**src/rtl/uart_loader.sv**
```systemverilog
// Serial program loader: receives a framed image over UART, writes 32-bit words to
// instruction memory, and holds the CPU in reset until the whole image has landed.
module uart_loader #(
  parameter int          CLKS_PER_BIT = 868,
  parameter int          ADDR_W       = 10,
  parameter logic [7:0]  SYNC_BYTE    = 8'hA5
) (
  input  logic              clk,
  input  logic              reset,
  input  logic              rx,
  output logic              mem_we,
  output logic [ADDR_W-1:0] mem_addr,
  output logic [31:0]       mem_wdata,
  output logic              cpu_hold,
  output logic              load_done,
  output logic              frame_err
);

  localparam int                TMR_W     = $clog2(CLKS_PER_BIT);
  localparam logic [TMR_W-1:0]  FULL_LAST = TMR_W'(CLKS_PER_BIT - 1);
  localparam logic [TMR_W-1:0]  HALF_LAST = TMR_W'(CLKS_PER_BIT / 2 - 1);
  localparam logic [16:0]       DEPTH     = 17'(1 << ADDR_W);

  typedef enum logic [1:0] {RX_IDLE, RX_START, RX_DATA, RX_STOP} rx_state_t;
  typedef enum logic [2:0] {
    LD_WAIT_SYNC, LD_LEN_LO, LD_LEN_HI, LD_WORD, LD_WR, LD_DONE
  } ld_state_t;
  // Both FSM states live in one packed struct so a checker can bind to a single signal.
  typedef struct packed {
    rx_state_t rx;
    ld_state_t ld;
  } fsm_state_t;

  fsm_state_t        r_fsm;
  rx_state_t         w_rx_next;
  ld_state_t         w_ld_next;

  logic              r_rx_s1, r_rx_s2;
  logic [TMR_W-1:0]  r_tmr;
  logic [2:0]        r_bit_cnt;
  logic [7:0]        r_shift;
  logic              r_byte_valid;
  logic              r_frame_err;

  logic [15:0]       r_len;
  logic [15:0]       r_word_idx;
  logic [1:0]        r_byte_idx;
  logic [23:0]       r_word;
  logic              r_mem_we;
  logic [ADDR_W-1:0] r_mem_addr;
  logic [31:0]       r_mem_wdata;
  logic              r_load_done;
  logic              r_cpu_hold;

  logic              w_tick_full, w_tick_half, w_abort, w_in_range;
  logic [15:0]       w_word_idx_inc;

  assign w_tick_full    = (r_tmr == FULL_LAST);
  assign w_tick_half    = (r_tmr == HALF_LAST);
  assign w_abort        = r_frame_err && (r_fsm.ld != LD_DONE);
  assign w_in_range     = ({1'b0, r_word_idx} < DEPTH);
  assign w_word_idx_inc = r_word_idx + 16'd1;

  always_ff @(posedge clk) begin
    if (reset) begin
      r_fsm.rx <= RX_IDLE;
      r_fsm.ld <= LD_WAIT_SYNC;
    end else begin
      r_fsm.rx <= w_rx_next;
      r_fsm.ld <= w_ld_next;
    end
  end

  always_comb begin
    w_rx_next = r_fsm.rx;
    case (r_fsm.rx)
      RX_IDLE:  if (!r_rx_s2) w_rx_next = RX_START;
      RX_START: if (w_tick_half) w_rx_next = r_rx_s2 ? RX_IDLE : RX_DATA;
      RX_DATA:  if (w_tick_full && r_bit_cnt == 3'd7) w_rx_next = RX_STOP;
      RX_STOP:  if (w_tick_full) w_rx_next = RX_IDLE;
      default:  w_rx_next = RX_IDLE;
    endcase
  end

  // r_byte_valid is a one-cycle strobe with r_shift holding the byte; there is no
  // back-pressure, the loader must consume it in the cycle it is high.
  always_ff @(posedge clk) begin
    if (reset) begin
      r_rx_s1      <= 1'b1;
      r_rx_s2      <= 1'b1;
      r_tmr        <= '0;
      r_bit_cnt    <= 3'd0;
      r_shift      <= 8'd0;
      r_byte_valid <= 1'b0;
      r_frame_err  <= 1'b0;
    end else begin
      r_rx_s1      <= rx;
      r_rx_s2      <= r_rx_s1;
      r_byte_valid <= 1'b0;
      r_frame_err  <= 1'b0;
      case (r_fsm.rx)
        RX_IDLE: r_tmr <= '0;
        RX_START: begin
          r_bit_cnt <= 3'd0;
          r_tmr     <= w_tick_half ? '0 : r_tmr + 1'b1;
        end
        RX_DATA: begin
          if (w_tick_full) begin
            r_tmr     <= '0;
            r_shift   <= {r_rx_s2, r_shift[7:1]};
            r_bit_cnt <= r_bit_cnt + 3'd1;
          end else begin
            r_tmr <= r_tmr + 1'b1;
          end
        end
        RX_STOP: begin
          if (w_tick_full) begin
            r_tmr <= '0;
            if (r_rx_s2) r_byte_valid <= 1'b1;
            else         r_frame_err  <= 1'b1;
          end else begin
            r_tmr <= r_tmr + 1'b1;
          end
        end
        default: r_tmr <= '0;
      endcase
    end
  end

  always_comb begin
    w_ld_next = r_fsm.ld;
    case (r_fsm.ld)
      LD_WAIT_SYNC: if (r_byte_valid && r_shift == SYNC_BYTE) w_ld_next = LD_LEN_LO;
      LD_LEN_LO:    if (r_byte_valid) w_ld_next = LD_LEN_HI;
      LD_LEN_HI:    if (r_byte_valid)
                      w_ld_next = ({r_shift, r_len[7:0]} == 16'd0) ? LD_DONE : LD_WORD;
      LD_WORD:      if (r_byte_valid && r_byte_idx == 2'd3) w_ld_next = LD_WR;
      LD_WR:        w_ld_next = (w_word_idx_inc == r_len) ? LD_DONE : LD_WORD;
      LD_DONE:      w_ld_next = LD_DONE;
      default:      w_ld_next = LD_WAIT_SYNC;
    endcase
    if (w_abort) w_ld_next = LD_WAIT_SYNC;
  end

  // The write strobe is registered on the 4th byte, so it is high exactly while in WR.
  always_ff @(posedge clk) begin
    if (reset) begin
      r_len       <= 16'd0;
      r_word_idx  <= 16'd0;
      r_byte_idx  <= 2'd0;
      r_word      <= 24'd0;
      r_mem_we    <= 1'b0;
      r_mem_addr  <= '0;
      r_mem_wdata <= 32'd0;
      r_load_done <= 1'b0;
      r_cpu_hold  <= 1'b1;
    end else begin
      r_mem_we    <= 1'b0;
      r_load_done <= (w_ld_next == LD_DONE);
      r_cpu_hold  <= (w_ld_next != LD_DONE);
      if (w_abort) begin
        r_len      <= 16'd0;
        r_word_idx <= 16'd0;
        r_byte_idx <= 2'd0;
      end else begin
        case (r_fsm.ld)
          LD_LEN_LO: if (r_byte_valid) r_len[7:0] <= r_shift;
          LD_LEN_HI: if (r_byte_valid) begin
            r_len[15:8] <= r_shift;
            r_word_idx  <= 16'd0;
            r_byte_idx  <= 2'd0;
          end
          LD_WORD: if (r_byte_valid) begin
            r_byte_idx <= r_byte_idx + 2'd1;
            case (r_byte_idx)
              2'd0: r_word[7:0]   <= r_shift;
              2'd1: r_word[15:8]  <= r_shift;
              2'd2: r_word[23:16] <= r_shift;
              default: begin
                r_mem_we <= w_in_range;
                if (w_in_range) begin
                  r_mem_addr  <= r_word_idx[ADDR_W-1:0];
                  r_mem_wdata <= {r_shift, r_word};
                end
              end
            endcase
          end
          LD_WR: begin
            r_word_idx <= w_word_idx_inc;
            r_byte_idx <= 2'd0;
          end
          default: ;
        endcase
      end
    end
  end

  assign mem_we    = r_mem_we;
  assign mem_addr  = r_mem_addr;
  assign mem_wdata = r_mem_wdata;
  assign cpu_hold  = r_cpu_hold;
  assign load_done = r_load_done;
  assign frame_err = r_frame_err;

endmodule

```
**config.mk**
```make
export PLATFORM = sky130hd
export DESIGN_NAME = uart_loader
export DESIGN_NICKNAME = d
export VERILOG_FILES = /design/src/rtl/uart_loader.sv
export SDC_FILE = /design/constraint.sdc
export NUM_CORES = 1
export LEC_CHECK = 0
export ABC_AREA = 1
export CAP_MARGIN = 20
export CORE_ASPECT_RATIO = 0.9
export CORE_MARGIN = 3
export CORE_UTILIZATION = 55
export CTS_CLUSTER_DIAMETER = 50
export DETAILED_ROUTE_END_ITERATION = 16
export PLACE_DENSITY = 0.76
export SETUP_SLACK_MARGIN = 0.3
export SLEW_MARGIN = 20
export SYNTH_ARGS = -nofsm -noshare
export SYNTH_HDL_FRONTEND = slang
export SYNTH_SLANG_ARGS = --single-unit
```
**constraint.sdc**
```tcl
create_clock -name clk -period 1.95 [get_ports clk]
set_input_delay 0.39 -clock clk [delete_from_list [all_inputs] [get_ports clk]]
set_output_delay 0.39 -clock clk [all_outputs]
set_load 0.02 [all_outputs]
```
==> results_dict.tcl <==
set metrics [dict create \
    r2r-start "r_word_idx[0]" \
    crit_chain "ha_4 -> nand2_4 -> nor2_4 -> nand2_2 -> xnor3_1 -> nor2_1 -> nand2_1 -> nor2_4 -> nand2_1 -> nand2_1 -> a21oi_1" \
    pin_count 49 \
    ys_ff_latch 133 \
    synth-seq-area-share 0.461 \
    place_area_um2 6480 \
    wl_mm 18.6 \
    cp.depth 11 \
    holdCritStartpoint "r_rx_s1" \
    outcome "completed" \
    final_cell_area_um2 8040 \
    rrSetupSlack_ps 40 \
    nNetsFinal 869 \
    cts.sinks 133 \
    rsz0062_at_grt "yes" \
    first_global_vias 4987 \
    crit_path_end "r_fsm[1]" \
    root_buffer "clkbuf_16" \
    path_max_fanout 5 \
    synth.avg_cell_area_um2 7.45 \
    internal_power_uw 4690 \
    wl_per_cell_um 18.7 \
    vdd_drop_max_uv 901 \
    num_rows 34 \
    detailed_place_hpwl_mm 9.35 \
    power.switching_uw 1390 \
    cp_top_family "simple AND/OR/NAND/NOR gates" \
    final_cell_mix "inv_1 (119), dfxtp_1 (118), nand2_1 (89)" \
    end_kind "flip-flop" \
    overflow 0 \
    cp_slowest_cell "dfxtp_4" \
    cp_num_buf_inv 0 \
    fin_crit_sh 0.982 \
    clock.fmax_mhz 522 \
    postRouteAntennaNets 0 \
    clock_skew_ps 14.6 \
    core_um2 9950 \
    pwr-share-comb 0.032 \
    r2r_cells 11 \
    die_h_um 103 \
    place.port_buffers 48 \
    die_area_um2 11800 \
    grt_start_max_net_pins 75 \
    min_period_ps 1910 \
    tightest_slew_ps 611 \
    antenna_cells 0 \
    worst_setup_path_start_kind "flip-flop" \
    grtUsageTotal 0.257 \
    cellPowerDensity_nw_per_um2 757 \
    netlist_area_um2 5770 \
    holdBufCountCts 0 \
    remaining_drc_errors 0 \
    synth_nets 787 \
    numCtsBuffers 17 \
    htree_levels 4 \
    drive_gt1_frac 0.269 \
    arrival_ps 2220 \
    vias 5861 \
    cap_violations 0 \
    critPathMaxStageDelay_ps 390 \
    power.total_uw 6080 \
    clk_pin_slew_ps 60 \
    ys_warn_count 0 \
    power_frac_clock 0.519 \
    leakage_uw 0.00318 \
    clockBufferDepth 2 \
    worstSkewPairLatency_ps 430 \
    sw_frac_of_total 0.228 \
    syn-instance-count 775 \
    startpoint "r_word_idx[0]" \
    r2r-end "r_fsm[1]" \
    crit_top_cell "nand2_1" \
    initial_core_util 0.580 \
    place.gp.congestion 0.949 \
    grt_pass1_wl_mm 24.1 \
    detail_route.first_pass.iterations 6 \
    viasPerCell 5.89 \
    drtIter0Drc 591 \
    required_ps 2260 \
    yosysUniqueCellTypes 32 \
    fin_util 0.807 \
    die_w_um 114 \
    slew_viol_final 0 \
    hold_path_class "flip-flop to flip-flop" \
    synthToLayoutAreaGrowth_pct 39.2 \
    p_seq_frac 0.449 \
    finalHoldViolCount 0 \
    max-slew-margin-rel 0.592 \
    setup_viol 0 \
    layout_commonest_cell "inv_1" \
    cts_tree "yes" \
    antenna_found_initial 0 \
    hold-worst-slack_ps 408 \
    num-fill-cells 572 \
    crit_type "flip-flop to flip-flop" \
]
-- cell type report --
| type | instances | area (um2) | area share |
|---|---|---|---|
| clock inverters | 12 | 131 | 0.0164 |
| flip-flops and latches | 133 | 2690 | 0.335 |
| repair buffers | 92 | 1040 | 0.129 |
| inverters | 128 | 483 | 0.0601 |
| multi-input cells | 485 | 3090 | 0.384 |
| clock buffers | 19 | 443 | 0.0551 |
| well taps | 126 | 158 | 0.0196 |
-- cells in the mapped netlist --
| library cell | count | area [um2] |
|---|---|---|
| nor2_2 | 5 | 31.3 |
| nor3_1 | 9 | 45.0 |
| nand3_1 | 39 | 195 |
| nand3b_1 | 4 | 30.0 |
| and2_1 | 2 | 12.5 |
| nor2_1 | 47 | 176 |
| o211ai_1 | 1 | 7.51 |
| nand4_1 | 17 | 106 |
| buf_1 | 1 | 3.75 |
| a21oi_1 | 117 | 586 |
| nor2_8 | 1 | 20.0 |
| o21ai_1 | 1 | 5.00 |
| nor4_1 | 4 | 25.0 |
| inv_1 | 123 | 462 |
| buf_4 | 1 | 7.51 |
| dfxtp_1 | 133 | 2660 |
| nor2_4 | 2 | 22.5 |
| buf_2 | 9 | 45.0 |
| a211oi_1 | 1 | 7.51 |
| o21ai_0 | 100 | 500 |
| o21ai_2 | 1 | 8.76 |
| inv_2 | 5 | 18.8 |
| xnor2_1 | 5 | 43.8 |
| clkbuf_1 | 18 | 67.6 |
| nand2_2 | 3 | 18.8 |
| o21bai_1 | 1 | 7.51 |
| xor2_1 | 7 | 61.3 |
| ha_1 | 9 | 113 |
| or2_2 | 4 | 25.0 |
| nand2_1 | 101 | 379 |
| xnor3_1 | 3 | 67.6 |
| nand2_4 | 1 | 11.3 |
-- worst register-to-register path, stage by stage (launching register included) --
cell,delay [ps]
dfxtp_4,390
ha_4,190
nand2_4,60
nor2_4,200
nand2_2,110
xnor3_1,220
nor2_1,120
nand2_1,90
nor2_4,160
nand2_1,90
nand2_1,80
a21oi_1,60
-- power groups by stage --
stage	sequential (uW)	clock [uW]	combinational, uW
final	2730	3160	196
after global routing	2730	3300	215
after CTS	2730	3130	147
after detailed placement	2800	0	143
after global placement	2800	0	138
after floorplan	2790	0	100
-- logic make-up (layout without fill, tap and decap cells) --
| logic type | Yosys count | after routing | share of synthesized area |
|---|---|---|---|
| fa+ha+maj | 9 | 9 | 0.0195 |
| simple gates | 239 | 239 | 0.190 |
| flops | 133 | 133 | 0.461 |
| xor+xnor | 15 | 15 | 0.0299 |
| buf+inv | 157 | 251 | 0.105 |
| compound gates | 222 | 222 | 0.194 |
-- worst min path at each step --
stage	to	slack [ps]	depth (start not counted)
6_report	r_rx_s2	410	1
5_1_grt	r_rx_s2	420	1
4_1_cts	r_rx_s2	410	1
3_5_place_dp	r_rx_s2	390	1
3_3_place_gp	r_rx_s2	390	1
2_1_floorplan	r_rx_s2	390	1
-- state kept, by name (all words and copies together) (netlist names), named ones only --
| signal | flops |
|---|---|
| r_word_idx | 16 |
| r_len | 16 |
| r_byte_valid | 1 |
| r_shift | 8 |
| mem_we | 1 |
| cpu_hold | 1 |
| r_word | 24 |
| r_fsm | 4 |
| r_rx_s2 | 1 |
| r_byte_idx | 2 |
| r_rx_s1 | 1 |
| mem_wdata | 32 |
| frame_err | 1 |
| r_bit_cnt | 3 |
| r_tmr | 10 |
| mem_addr | 10 |
| load_done | 1 |
-- what timing repair did --
action                                 in CTS  in global routing
gates cloned                                1                 15
pin swaps                                   8                 70
endpoints found under the hold margin       0                  0
setup endpoints to repair                 130                125
gates resized for setup                    83                204
buffers inserted                            4                  6
-- layer usage --
layer,part of all wire,GRT usage,wire [um]
met1,0.41,0.353,7590
met2,0.46,0.404,8660
met5,0,0,0
met3,0.091,0.0652,1700
met4,0.037,0.0785,682
-- per-stage QoR --
stage	setup TNS, ps	cells	worst slack (ps)
2_1_floorplan	0	775	327
3_3_place_gp	0	938	90.5
3_5_place_dp	0	938	17.2
4_1_cts	0	974	94.8
5_1_grt	-137	995	-49.5
6_report	0	995	35.6
Power figures use the tool's default switching activity.
==> RTL edit (same flow settings) <==
The parameter `CLKS_PER_BIT` goes from 868 to 217.
--- a/src/rtl/uart_loader.sv
+++ b/src/rtl/uart_loader.sv
@@ -2,5 +2,5 @@
 // instruction memory, and holds the CPU in reset until the whole image has landed.
 module uart_loader #(
-  parameter int          CLKS_PER_BIT = 868,
+  parameter int          CLKS_PER_BIT = 217,
   parameter int          ADDR_W       = 10,
   parameter logic [7:0]  SYNC_BYTE    = 8'hA5
Check against the original RTL: same outputs for any inputs over 10 cycles, from zero or initial values and one cycle with reset high; that may be too few to reach the edited logic, so the function may still have changed.
==> RTL edit against the original RTL <==
- the run now ends with setup timing left
- synthesized cell count up 6.8%
- cell count up 6.4%
- via count up 2.8%
- total power up 8.9%
- first-iteration DRC count down 16%
- sequential cell count down 2
- design area down 1.8%
- die area up 2.0%
- worst setup slack worse by 0.061 ns
- critical endpoint is now cpu_hold$_SDFF_PP1_
- maximum frequency down 3.1%
- wire length down 7.8%
- global-route usage up 0.83 points
- synthesized area up 2.2%
- clock power up 19%
==> RTL edit: results <==
set metrics [dict create \
    setup_slack_ns -0.0249 \
    top_area_cells_in_the_synthesized_netlist "sky130_fd_sc_hd__dfxtp_1, sky130_fd_sc_hd__inv_1, sky130_fd_sc_hd__nand2_1" \
    fin_nets 930 \
    floorplan.die.width_um 115 \
    initialDrtViolationCount 497 \
    non_clock_buffer_share_pct 11.5 \
    globalRouteMet3Util_pct 6.46 \
    netlist_cell_types 30 \
    vdd_drop_max_mv 0.598 \
    final-instance-count-excl-fill 1059 \
    instance_area_at_placement_um2 6690 \
    synth_nets 840 \
    nNonClkBuffers 101 \
    timing.critical_path.slowest_cell_delay_ns 0.37 \
    place.gp.congestion 0.900 \
    seqAreaFraction_pct 33.5 \
    outcome "finished with violations" \
    clock_skew_ns 0.0122 \
    adder_and_majority_gate_portion_of_the_synthesized_area_pct 1.91 \
    synth_sequential_area_ratio_pct 44.5 \
    met1Wirelength_um 7050 \
    synth_compound_gate_area_share_pct 16.6 \
    yosys.area_share.xor_xnor_pct 0.891 \
    clk_share_pct 8.78 \
    met2_usage_pct 41.7 \
    failing_checks "setup timing" \
    cellPowerDensity_nw_per_um2 839 \
    setup_viol_count_final 1 \
]
==> RTL edit: repair_timing <==
action | CTS | global route
cloned | 1 | 1
setup buffers | 7 | 13
gates resized for setup | 72 | 106
hold buffers | 0 | 0
pin swaps | 8 | 21
endpoints found under the setup margin | 106 | 100
==> RTL edit: worst paths after layout <==
path                                                  from  slack (ns)  cells after the start                         end
worst min register to register      r_word[5]$_SDFFE_PP0P_        0.45                      2      r_word[5]$_SDFFE_PP0P_
worst min-delay path                                 reset        0.40                      2  mem_wdata[24]$_SDFFE_PP0P_
worst max-delay path            r_word_idx[1]$_SDFFE_PP0P_       -0.02                     12         cpu_hold$_SDFF_PP1_
worst max register to register  r_word_idx[1]$_SDFFE_PP0P_       -0.02                     12         cpu_hold$_SDFF_PP1_
==> RTL edit: report_power, final <==
part	internal, mW	switching (mW)	total [mW]
combinational	0.0549	0.118	0.173
sequential	2.68	0.0114	2.69
clock	2.56	1.20	3.76
